## src/rtl/cmos_capture_win_if.sv

```systemverilog
// DVP sensor pins plus the captured pixel stream, bundled as one bus.
// The master side is the sensor/environment and the slave side is the
// capture block.
//
// Handshake: there is no backpressure. pix_valid is a one-cycle strobe.
// pix_data, pix_sof and pix_eol are meaningful only while pix_valid is high.
// frame_done is an independent one-cycle pulse. frame_cnt is a level that
// holds the running output-frame count.
interface cmos_capture_win_if #(
  parameter int DATA_W  = 8,
  parameter int MAX_BPP = 3
);
  logic                      cmos_href;
  logic                      cmos_vsync;
  logic [DATA_W-1:0]         cmos_d;
  logic [DATA_W*MAX_BPP-1:0] pix_data;
  logic                      pix_valid;
  logic                      pix_sof;
  logic                      pix_eol;
  logic                      frame_done;
  logic [15:0]               frame_cnt;

  modport master (
    output cmos_href, cmos_vsync, cmos_d,
    input  pix_data, pix_valid, pix_sof, pix_eol, frame_done, frame_cnt
  );

  modport slave (
    input  cmos_href, cmos_vsync, cmos_d,
    output pix_data, pix_valid, pix_sof, pix_eol, frame_done, frame_cnt
  );
endinterface

```

## src/rtl/cmos_capture_win.sv

```systemverilog
// Camera capture path in the sensor pixel-clock domain. It assembles 1, 2 or
// 3 bytes per pixel, applies a crop window, decimates frames, skips start-up
// frames, and tags frame and line boundaries. MAX_BPP must be at least 2.
module cmos_capture_win #(
  parameter int DATA_W      = 8,
  parameter int MAX_BPP     = 3,
  parameter int CNT_W       = 12,
  parameter int SKIP_FRAMES = 10,
  parameter int VSYNC_POL   = 1
) (
  input  logic             i_cmos_pclk,
  input  logic             i_rst,
  input  logic             i_enable,
  input  logic [1:0]       i_mode,
  input  logic [CNT_W-1:0] i_x_start,
  input  logic [CNT_W-1:0] i_x_end,
  input  logic [CNT_W-1:0] i_y_start,
  input  logic [CNT_W-1:0] i_y_end,
  input  logic [3:0]       i_decim,
  cmos_capture_win_if.slave bus,
  output logic [2:0]       o_state
);
  localparam int PW  = DATA_W * MAX_BPP;
  localparam int SKW = (SKIP_FRAMES < 1) ? 1 : $clog2(SKIP_FRAMES + 1);
  localparam logic [SKW-1:0] SKIP_N = SKW'(SKIP_FRAMES);
  localparam logic [1:0]     MAXB   = 2'(MAX_BPP);

  typedef enum logic [2:0] {
    S_IDLE   = 3'd0,
    S_SKIP   = 3'd1,
    S_WAIT   = 3'd2,
    S_ACTIVE = 3'd3,
    S_DROP   = 3'd4
  } state_t;

  state_t             r_state;
  logic               r_vs, r_vs_d, r_href_d;
  logic [PW-DATA_W-1:0] r_sh;
  logic [SKW-1:0]     r_skip;
  logic [3:0]         r_dec;
  logic [1:0]         r_mode;
  logic [CNT_W-1:0]   r_xs, r_xe, r_ys, r_ye;
  logic [CNT_W-1:0]   r_x, r_y;
  logic [1:0]         r_bc;
  logic               r_line_px, r_sof_pend;
  logic               r_pix_valid, r_pix_sof, r_pix_eol, r_frame_done;
  logic [PW-1:0]      r_pix_data;
  logic [15:0]        r_frame_cnt;

  logic               w_blank, w_blank_d, w_fs, w_fe, w_rise, w_fall;
  logic [1:0]         w_bpp, w_bc;
  logic [CNT_W-1:0]   w_x, w_x_inc, w_y_inc;
  logic               w_last, w_in_win;
  logic [PW-1:0]      w_raw, w_mask, w_pix;
  logic [SKW-1:0]     w_skip_inc;

  // Frame/line edge detection on registered vsync and raw href, plus pixel assembly helpers.
  always_comb begin
    w_blank   = (VSYNC_POL != 0) ? r_vs   : ~r_vs;
    w_blank_d = (VSYNC_POL != 0) ? r_vs_d : ~r_vs_d;
    w_fs      = w_blank_d & ~w_blank;
    w_fe      = ~w_blank_d & w_blank;
    w_rise    = bus.cmos_href & ~r_href_d;
    w_fall    = ~bus.cmos_href & r_href_d;
    case (r_mode)
      2'd0:    w_bpp = 2'd1;
      2'd2:    w_bpp = 2'd3;
      default: w_bpp = 2'd2;
    endcase
    if (w_bpp > MAXB) w_bpp = MAXB;
    // A rising href starts a new line even if the previous one left state behind.
    w_bc     = w_rise ? 2'd0 : r_bc;
    w_x      = w_rise ? '0 : r_x;
    w_x_inc  = (&w_x) ? w_x : w_x + 1'b1;
    w_y_inc  = (&r_y) ? r_y : r_y + 1'b1;
    w_last   = bus.cmos_href && (w_bc == w_bpp - 2'd1);
    w_in_win = (w_x >= r_xs) && (w_x <= r_xe) && (r_y >= r_ys) && (r_y <= r_ye);
    w_raw    = {r_sh, bus.cmos_d};
    w_mask   = '0;
    for (int b = 0; b < MAX_BPP; b++) begin
      if (b < int'(w_bpp)) w_mask[b*DATA_W +: DATA_W] = '1;
    end
    w_pix      = w_raw & w_mask;
    w_skip_inc = r_skip + 1'b1;
  end

  // Capture FSM with registered pixel and frame outputs.
  always_ff @(posedge i_cmos_pclk) begin
    if (i_rst) begin
      r_state      <= S_IDLE;
      r_vs         <= 1'b0;
      r_vs_d       <= 1'b0;
      r_href_d     <= 1'b0;
      r_sh         <= '0;
      r_skip       <= '0;
      r_dec        <= '0;
      r_mode       <= '0;
      r_xs         <= '0;
      r_xe         <= '0;
      r_ys         <= '0;
      r_ye         <= '0;
      r_x          <= '0;
      r_y          <= '0;
      r_bc         <= '0;
      r_line_px    <= 1'b0;
      r_sof_pend   <= 1'b0;
      r_pix_valid  <= 1'b0;
      r_pix_sof    <= 1'b0;
      r_pix_eol    <= 1'b0;
      r_pix_data   <= '0;
      r_frame_done <= 1'b0;
      r_frame_cnt  <= '0;
    end else begin
      r_vs         <= bus.cmos_vsync;
      r_vs_d       <= r_vs;
      r_href_d     <= bus.cmos_href;
      r_sh         <= w_raw[PW-DATA_W-1:0];
      r_pix_valid  <= 1'b0;
      r_pix_sof    <= 1'b0;
      r_pix_eol    <= 1'b0;
      r_pix_data   <= '0;
      r_frame_done <= 1'b0;
      // Run-time configuration only takes effect at a frame boundary.
      if (w_fs) begin
        r_mode <= i_mode;
        r_xs   <= i_x_start;
        r_xe   <= i_x_end;
        r_ys   <= i_y_start;
        r_ye   <= i_y_end;
      end
      if (!i_enable) begin
        r_state   <= S_IDLE;
        r_x       <= '0;
        r_y       <= '0;
        r_bc      <= '0;
        r_line_px <= 1'b0;
      end else begin
        if (r_state != S_ACTIVE) begin
          r_x       <= '0;
          r_y       <= '0;
          r_bc      <= '0;
          r_line_px <= 1'b0;
        end
        case (r_state)
          S_IDLE: r_state <= (r_skip < SKIP_N) ? S_SKIP : S_WAIT;
          S_SKIP: begin
            if (w_fe) begin
              r_skip <= w_skip_inc;
              if (w_skip_inc >= SKIP_N) r_state <= S_WAIT;
            end
          end
          S_WAIT: begin
            if (w_fs) begin
              r_state    <= (r_dec == 4'd0) ? S_ACTIVE : S_DROP;
              r_dec      <= (r_dec >= i_decim) ? 4'd0 : r_dec + 4'd1;
              r_sof_pend <= 1'b1;
            end
          end
          S_ACTIVE: begin
            if (w_fe) begin
              // End of frame overrides any pixel that completes on the same edge.
              r_frame_done <= 1'b1;
              r_frame_cnt  <= r_frame_cnt + 16'd1;
              r_state      <= S_WAIT;
              r_x          <= '0;
              r_y          <= '0;
              r_bc         <= '0;
              r_line_px    <= 1'b0;
            end else if (bus.cmos_href) begin
              if (w_last) begin
                r_bc      <= 2'd0;
                r_x       <= w_x_inc;
                r_line_px <= 1'b1;
                if (w_in_win) begin
                  r_pix_valid <= 1'b1;
                  r_pix_data  <= w_pix;
                  r_pix_sof   <= r_sof_pend;
                  r_pix_eol   <= (w_x == r_xe);
                  r_sof_pend  <= 1'b0;
                end
              end else begin
                r_bc <= w_bc + 2'd1;
                r_x  <= w_x;
                if (w_rise) r_line_px <= 1'b0;
              end
            end else begin
              // A partial pixel at the end of a line is discarded.
              r_bc <= 2'd0;
              if (w_fall && r_line_px) r_y <= w_y_inc;
            end
          end
          S_DROP: if (w_fe) r_state <= S_WAIT;
          default: r_state <= S_IDLE;
        endcase
      end
    end
  end

  assign bus.pix_data   = r_pix_data;
  assign bus.pix_valid  = r_pix_valid;
  assign bus.pix_sof    = r_pix_sof;
  assign bus.pix_eol    = r_pix_eol;
  assign bus.frame_done = r_frame_done;
  assign bus.frame_cnt  = r_frame_cnt;
  assign o_state        = r_state;
endmodule
```

## src/flat_wrapper.sv

```systemverilog
// flat-port wrapper written by rule: the top's interface ports become plain ports
module cmos_capture_win_flat 
#(
  parameter int DATA_W      = 8,
  parameter int MAX_BPP     = 3,
  parameter int CNT_W       = 12,
  parameter int SKIP_FRAMES = 10,
  parameter int VSYNC_POL   = 1
)
  (i_cmos_pclk, i_rst, i_enable, i_mode, i_x_start, i_x_end, i_y_start, i_y_end, i_decim, o_state, bus_cmos_href, bus_cmos_vsync, bus_cmos_d, bus_pix_data, bus_pix_valid, bus_pix_sof, bus_pix_eol, bus_frame_done, bus_frame_cnt);
  cmos_capture_win_if #(.DATA_W(DATA_W), .MAX_BPP(MAX_BPP)) bus_i ();
  input  logic i_cmos_pclk;
  input  logic i_rst;
  input  logic i_enable;
  input  logic [1:0] i_mode;
  input  logic [CNT_W-1:0] i_x_start;
  input  logic [CNT_W-1:0] i_x_end;
  input  logic [CNT_W-1:0] i_y_start;
  input  logic [CNT_W-1:0] i_y_end;
  input  logic [3:0] i_decim;
  output logic [2:0] o_state;
  input wire logic [$bits(bus_i.cmos_href)-1:0] bus_cmos_href;
  input wire logic [$bits(bus_i.cmos_vsync)-1:0] bus_cmos_vsync;
  input wire logic [$bits(bus_i.cmos_d)-1:0] bus_cmos_d;
  output wire logic [$bits(bus_i.pix_data)-1:0] bus_pix_data;
  output wire logic [$bits(bus_i.pix_valid)-1:0] bus_pix_valid;
  output wire logic [$bits(bus_i.pix_sof)-1:0] bus_pix_sof;
  output wire logic [$bits(bus_i.pix_eol)-1:0] bus_pix_eol;
  output wire logic [$bits(bus_i.frame_done)-1:0] bus_frame_done;
  output wire logic [$bits(bus_i.frame_cnt)-1:0] bus_frame_cnt;
  assign bus_i.cmos_href = bus_cmos_href;
  assign bus_i.cmos_vsync = bus_cmos_vsync;
  assign bus_i.cmos_d = bus_cmos_d;
  assign bus_pix_data = bus_i.pix_data;
  assign bus_pix_valid = bus_i.pix_valid;
  assign bus_pix_sof = bus_i.pix_sof;
  assign bus_pix_eol = bus_i.pix_eol;
  assign bus_frame_done = bus_i.frame_done;
  assign bus_frame_cnt = bus_i.frame_cnt;
  cmos_capture_win #(.DATA_W(DATA_W), .MAX_BPP(MAX_BPP), .CNT_W(CNT_W), .SKIP_FRAMES(SKIP_FRAMES), .VSYNC_POL(VSYNC_POL)) u_core (.i_cmos_pclk(i_cmos_pclk), .i_rst(i_rst), .i_enable(i_enable), .i_mode(i_mode), .i_x_start(i_x_start), .i_x_end(i_x_end), .i_y_start(i_y_start), .i_y_end(i_y_end), .i_decim(i_decim), .bus(bus_i), .o_state(o_state));
endmodule
```

## config.mk

```make
export PLATFORM = sky130hd
export DESIGN_NAME = cmos_capture_win_flat
export DESIGN_NICKNAME = d
export VERILOG_FILES = /design/src/rtl/cmos_capture_win_if.sv /design/src/rtl/cmos_capture_win.sv /design/src/flat_wrapper.sv
export SDC_FILE = /design/constraint.sdc
export NUM_CORES = 1
export LEC_CHECK = 0
export CAP_MARGIN = 0
export CELL_PAD_IN_SITES_DETAIL_PLACEMENT = 1
export CELL_PAD_IN_SITES_GLOBAL_PLACEMENT = 1
export CORE_MARGIN = 10
export CORE_UTILIZATION = 44
export CTS_CLUSTER_SIZE = 12
export DETAILED_ROUTE_END_ITERATION = 8
export GPL_TIMING_DRIVEN = 0
export HOLD_SLACK_MARGIN = 0.06
export PLACE_DENSITY_LB_ADDON = 0.1
export SLEW_MARGIN = 0
export SYNTH_ARGS = -nofsm -noshare
export SYNTH_HDL_FRONTEND = slang
export SYNTH_SLANG_ARGS = --single-unit
```

## constraint.sdc

```tcl
create_clock -name i_cmos_pclk -period 4.7 [get_ports i_cmos_pclk]
set_input_delay 0.94 -clock i_cmos_pclk [delete_from_list [all_inputs] [get_ports i_cmos_pclk]]
set_output_delay 0.94 -clock i_cmos_pclk [all_outputs]
set_load 0.005 [all_outputs]
```

Word-level counts from Yosys, hierarchy flattened
Cells that the tools add are included.

Output and inout port bits: 47. Input port bits: 67. Bits in registers: 152. Logic and storage cells: 139.

Magnitude comparators: 11. Equal/unequal tests: 17. Add/sub/neg operators: 7. Reduce and logical (&&, ||, !) cells: 22. Multiplexer cells: 46. Bitwise logic cells: 13.

Operator list (count): 12-bit 2-to-1 mux (13); 12-bit by 1-bit adder with 12-bit output, second input constant (2); 24-bit bitwise AND (1); 12-bit greater-or-equal comparator (2); 12-bit less-or-equal comparator (2); 8-bit 2-to-1 mux (3); 12-bit AND reduction (2); 16-bit by 1-bit adder with 16-bit output, second input constant (1); 2-bit 2-to-1 mux (8); 3-bit 2-to-1 mux (5); 1-bit 2-to-1 mux (13); 12-bit == test (1); 2-bit by 1-bit != test with 1-bit output, second input constant (6); 3-bit case mux with 4 select lines (1); 3-bit AND reduction (3); 4-bit by 1-bit adder with 4-bit output, second input constant (2); 1-bit inverter (8); 7-bit AND reduction (1); 7-bit OR reduction (1); 3-bit by 2-bit == test with 1-bit output, second input constant (2); 6-bit OR reduction (1); 1-bit logical AND (5); 5-bit by 4-bit != test with 1-bit output, second input constant (1); 1-bit bitwise AND (4); 24 further kinds (28).

Logic depth before layout (Yosys ltp)
Depth after elaboration: 12. Depth in mapped cells: 12. Depth with buffers taken out: 10.

Least setup slack after synthesis
Ideal clock, no wire load.

Path type: input to register. Start point: input bus_cmos_href. End point: register u_core.r_sof_pend. Library setup time: 0.120 ns. Slack: 1.686 ns. Required time: 4.580 ns. Stages: 10. Arrival: 2.895 ns. Buffers on the path: 1. Cell sequence: nand2b_4 -> clkbuf_1 -> and2_1 -> ha_1 -> and4_1 -> o21ai_0 -> a2111oi_0 -> a311o_1 -> nand4_4 -> o31a_1.

Word-level cells in the longest chain between the ends: 8. Elaborated cells between the ends (all ways): 14. Classes of those cells: order compare: 2; eq/ne: 4; mux: 2; bitwise: 1; reduce/logical: 5.

Ends and longest elaborated chain: start, declared (line flat_wrapper.sv:22) `input wire logic [$bits(bus_i.cmos_href)-1:0] bus_cmos_href;`; 1-bit bitwise AND (line cmos_capture_win.sv:63) `w_rise = bus.cmos_href & ~r_href_d;`; 12-bit 2-to-1 mux (line cmos_capture_win.sv:73) `w_x = w_rise ? '0 : r_x;`; 12-bit greater-or-equal comparator or 12-bit less-or-equal comparator (tied branches) (line cmos_capture_win.sv:77) `w_in_win = (w_x >= r_xs) && (w_x <= r_xe) && (r_y >= r_ys) && (r_y <= r_ye);`; 1-bit logical AND (3 in series) (line cmos_capture_win.sv:77); 2-bit by 1-bit != test with 1-bit output (no line); 7-bit AND reduction (no line) *; end signal, assigned (line cmos_capture_win.sv:106) `r_sof_pend <= 1'b0;`; end signal, assigned (line cmos_capture_win.sv:156) `r_sof_pend <= 1'b1;`; end signal, assigned (line cmos_capture_win.sv:179) `r_sof_pend <= 1'b0;`; end, declared (line cmos_capture_win.sv:45) `logic r_line_px, r_sof_pend;`.

Mark *: on every way between the ends. The rest lies on a longest branch, timed or not. A chain may end at the register's enable or synchronous reset.

Worst setup path after layout
Start point: input bus_cmos_href. End point: register u_core.r_pix_data[10] (netlist: u_core.bus.pix_data[10]).

Word-level cells in the longest chain between the ends: 8. Elaborated cells between the ends (all ways): 14. Classes of those cells: order compare: 2; eq/ne: 1; mux: 2; bitwise: 4; reduce/logical: 5.

Ends and longest elaborated chain: 1-bit bitwise AND (line cmos_capture_win.sv:63); 12-bit 2-to-1 mux (line cmos_capture_win.sv:73); 12-bit greater-or-equal comparator or 12-bit less-or-equal comparator (tied branches) (line cmos_capture_win.sv:77); 1-bit logical AND (3 in series) (line cmos_capture_win.sv:77); 1-bit inverter (no line); 7-bit OR reduction (no line) *; end signal, assigned (line cmos_capture_win.sv:176) `r_pix_data <= w_pix;`; end, declared (line cmos_capture_win.sv:47) `logic [PW-1:0] r_pix_data;`.

Marked as above.

==> out/qor.txt <==
Cell taking the most area after synthesis - dfxtp_1
Fin nets - 1158
Reg area - 3043 µm²
Max Root-Sink Buffers - 2
Reg clk slew, reported paths - 80 ps
Worst r2r path cells - 12
Worst-skew pair later-pin latency - 440 ps
Crit. End Element - flip-flop
R2r setup slk - 1360 ps
Fmax - 252.6 MHz
Htree depth - 4
Hold WS - 446.1 ps
Syn Inst Count - 903
Buffers & Inverters on Critical Path - 3
Most frequent cells in the layout - nand2_1, dfxtp_1, clkdlybuf4s50_1, a21oi_1, inv_1
CTS Sinks - 152
DRT antenna net count - 0
Die width - 150.7 µm
Initial core utilization - 0.4517
Die Area - 22710 µm²
Ys async rst share - 0
Clk_skew - 9.877 ps
First-iteration detailed-routing DRC count - 294
DRT Wirelength - 22.00 mm
DR pass1 iterations - 4
Multi-input logic area - 4040 µm²
Unrepaired setup endpoints after global routing - no
Num CTS Buffers - 17
Number of synthesized flops with an enable pin - 0
Seq/Total Area, Yosys - 0.4048
P_leak - 3.491 nW
Critical Path Source Type - primary input
CP arrival - 4320 ps
Seq cells post-synth - 152
Post-cts sizing count - 0
Hpwl dp - 16.16 mm
Maximum vdd drop - 0.0002643 V
Post-Syn Nets - 1026
Outcome - completed
All-layer global routing usage - 0.1971
Number of library cell types mapped by synthesis - 63
Via count - 6706
Rel. slew slack - 0.5137
Number of global-route vias before repair - 7160
Synthesis-to-layout area growth - 26.65%
Gr ovfl total - 0
Post-CTS Hold Fix Bufs - 0
Pwr Density - 309.7 nW/µm²
Top_reg_cell synth - dfxtp_1
Max cap viols - 0
Pin count of the biggest net entering global routing - 19
Largest stage delay, worst path - 680 ps
CP required - 5060 ps
Initial antenna violation count - 0
CP cell instances - clkdlybuf4s50_1, nand2b_4, clkbuf_1, and2_1, ha_1, and4_1, o21ai_0, a2111oi_0, a311o_1, nand4_4, buf_6, nor3_2
Hold Path Class - flip-flop to flip-flop
Fillcell total - 1973
Hold EP - u_core.bus.pix_data[22]
Post-CTS Setup Inserts - 0
Worst Hold Path Cells - 2
Num rows - 47
Worst-margin pin slew - 729.4 ps
CP max-delay cell - clkdlybuf4s50_1
Routed len/inst - 17.35 µm
Top cells by area, synth - dfxtp_1, ha_1, nand2_1
Slew Viols, Final - 0
Worst flop-to-flop path startpoint - u_core.r_href_d
Clock Tree Root - clkbuf_16
CP max FO - 10
Core area - 16640 µm²
Post-Syn Area - 7517 µm²
TritonCTS clock tree - done
Final setup vio count - 0
Hold Violations, Final - 0
Setup TNS - 0 ps
Yosys top cell area share - 0.4048
I/O pin total - 114
Final worst-path cycle share - 0.8423
Drt drc - 0
Antenna diodes - 0
R2R Path End - u_core.bus.pix_data[10]
CP top delay family - buffers and inverters
Buffers on Ports - 113
Min cycle time layout - 3959 ps
First-pass GRT wire length - 36.01 mm
Fraction of layout cells with a size suffix above 1 - 0.07156
Post-Syn Area per Cell - 8.325 µm²
Die height - 150.7 µm
Vias per inst - 5.289
Kind of critical path - primary input to flip-flop
Worst hold start - u_core.r_sh[14]
Gpl congestion - 0.8768
Ys Warns - 0
synth_stat cells (3+ instances only):
library cell and instances:
and2_1 12, a21oi_1 84, nand4_1 15, inv_1 64, o21ai_0 21, buf_6 4, nand2_1 152, or3_1 3
nand3b_1 3, nor3_1 15, o31ai_1 3, a31oi_1 5, nor4_1 3, clkbuf_1 30, mux2i_1 4, xnor2_1 16
and4_1 5, nor3_2 21, nand3_1 51, buf_2 5, a211oi_1 6, nor2_1 60, nor2b_1 22, dfxtp_1 152
a21o_1 14, and3_1 9, nand2b_1 6, ha_1 56, xor2_1 18
sequential cells by signal (all words and copies together) (netlist names):
signal	flops
u_core.r_sh	16
u_core.r_dec	4
u_core.r_x	12
u_core.r_ye	12
u_core.r_xe	12
u_core.bus.frame_cnt	16
u_core.bus.pix_valid	1
u_core.r_line_px	1
u_core.r_xs	12
u_core.bus.pix_eol	1
u_core.r_vs	1
u_core.r_mode	2
u_core.r_sof_pend	1
u_core.r_ys	12
u_core.o_state	3
u_core.r_bc	2
u_core.r_y	12
u_core.r_href_d	1
u_core.bus.pix_data	24
u_core.r_skip	4
u_core.bus.pix_sof	1
u_core.r_vs_d	1
u_core.bus.frame_done	1
per-layer routing:
metal / GRT usage / vias to the layer above / routed length [µm]
met4: 0.05005 / 0 / 166
met1: 0.2384 / 3222 / 9709
li1: - / 3345 / -
met5: 0 / - / 0
met2: 0.3435 / 126 / 10910
met3: 0.04652 / 13 / 1212
area by class of cell:
class,count,share of cell area
Buffer,41,0.02037
Clock buffer,17,0.04468
Clock inverter,15,0.01800
Tap cell,220,0.02891
Sequential cell,152,0.3196
Timing Repair Buffer,113,0.1188
Inverter,64,0.02523
Multi-Input combinational cell,646,0.4244
kinds of logic (layout without fill, tap and decap cells):
logic type / count (synthesis) / in the layout / synth area share
adder cells (fa/ha/maj): 56 / 56 / 0.09321
flip-flops: 152 / 152 / 0.4048
AO/OA/AOI/OAI: 155 / 155 / 0.1263
multiplexers: 4 / 4 / 0.005326
XOR/XNOR: 34 / 34 / 0.03961
buffers and inverters: 105 / 250 / 0.05776
AND/OR/NAND/NOR: 397 / 397 / 0.2730
power breakdown:
part | leakage [nW] | switching [mW] | internal [mW]
logic | 1.97 | 0.154 | 0.110
registers | 1.23 | 0.0128 | 1.31
clock network | 0.292 | 0.647 | 0.716
total | 3.49 | 0.813 | 2.13
worst max path at each step:
stage | startpoint | endpoint | slack [ps] | depth (start not counted)
after floorplan | bus_cmos_href | u_core.r_sof_pend | 1690 | 10
after global placement | bus_cmos_href | u_core.bus.pix_data[10] | 430 | 12
after detailed placement | bus_cmos_href | u_core.bus.pix_data[9] | 370 | 12
after CTS | bus_cmos_href | u_core.bus.pix_data[9] | 770 | 12
after global routing | bus_cmos_href | u_core.bus.pix_data[21] | 580 | 12
final | bus_cmos_href | u_core.bus.pix_data[10] | 740 | 12
worst register-to-register path, delay by kind of cell (launching register included):
kind	cells	cell delay (ps)
and+or+nand+nor	5	1090
DFF	1	390
buffers and inverters	3	750
AOI/OAI and AO/OA	3	870
adders and majority gates	1	170
stage by stage:
step                cells  total power [mW]    util  worst slack (ps)  cell area [µm²]
global route         1268             3.059  0.5721             579.9             9520
global placement     1236             1.606  0.5362             431.4             8924
detailed placement   1236             1.613  0.5362             366.2             8924
finish               1268             2.948  0.5721             741.4             9520
floorplan             903             1.495       -              1686             7517
CTS                  1268             2.977  0.5721             773.7             9520
(Power assumes the default switching activity.)
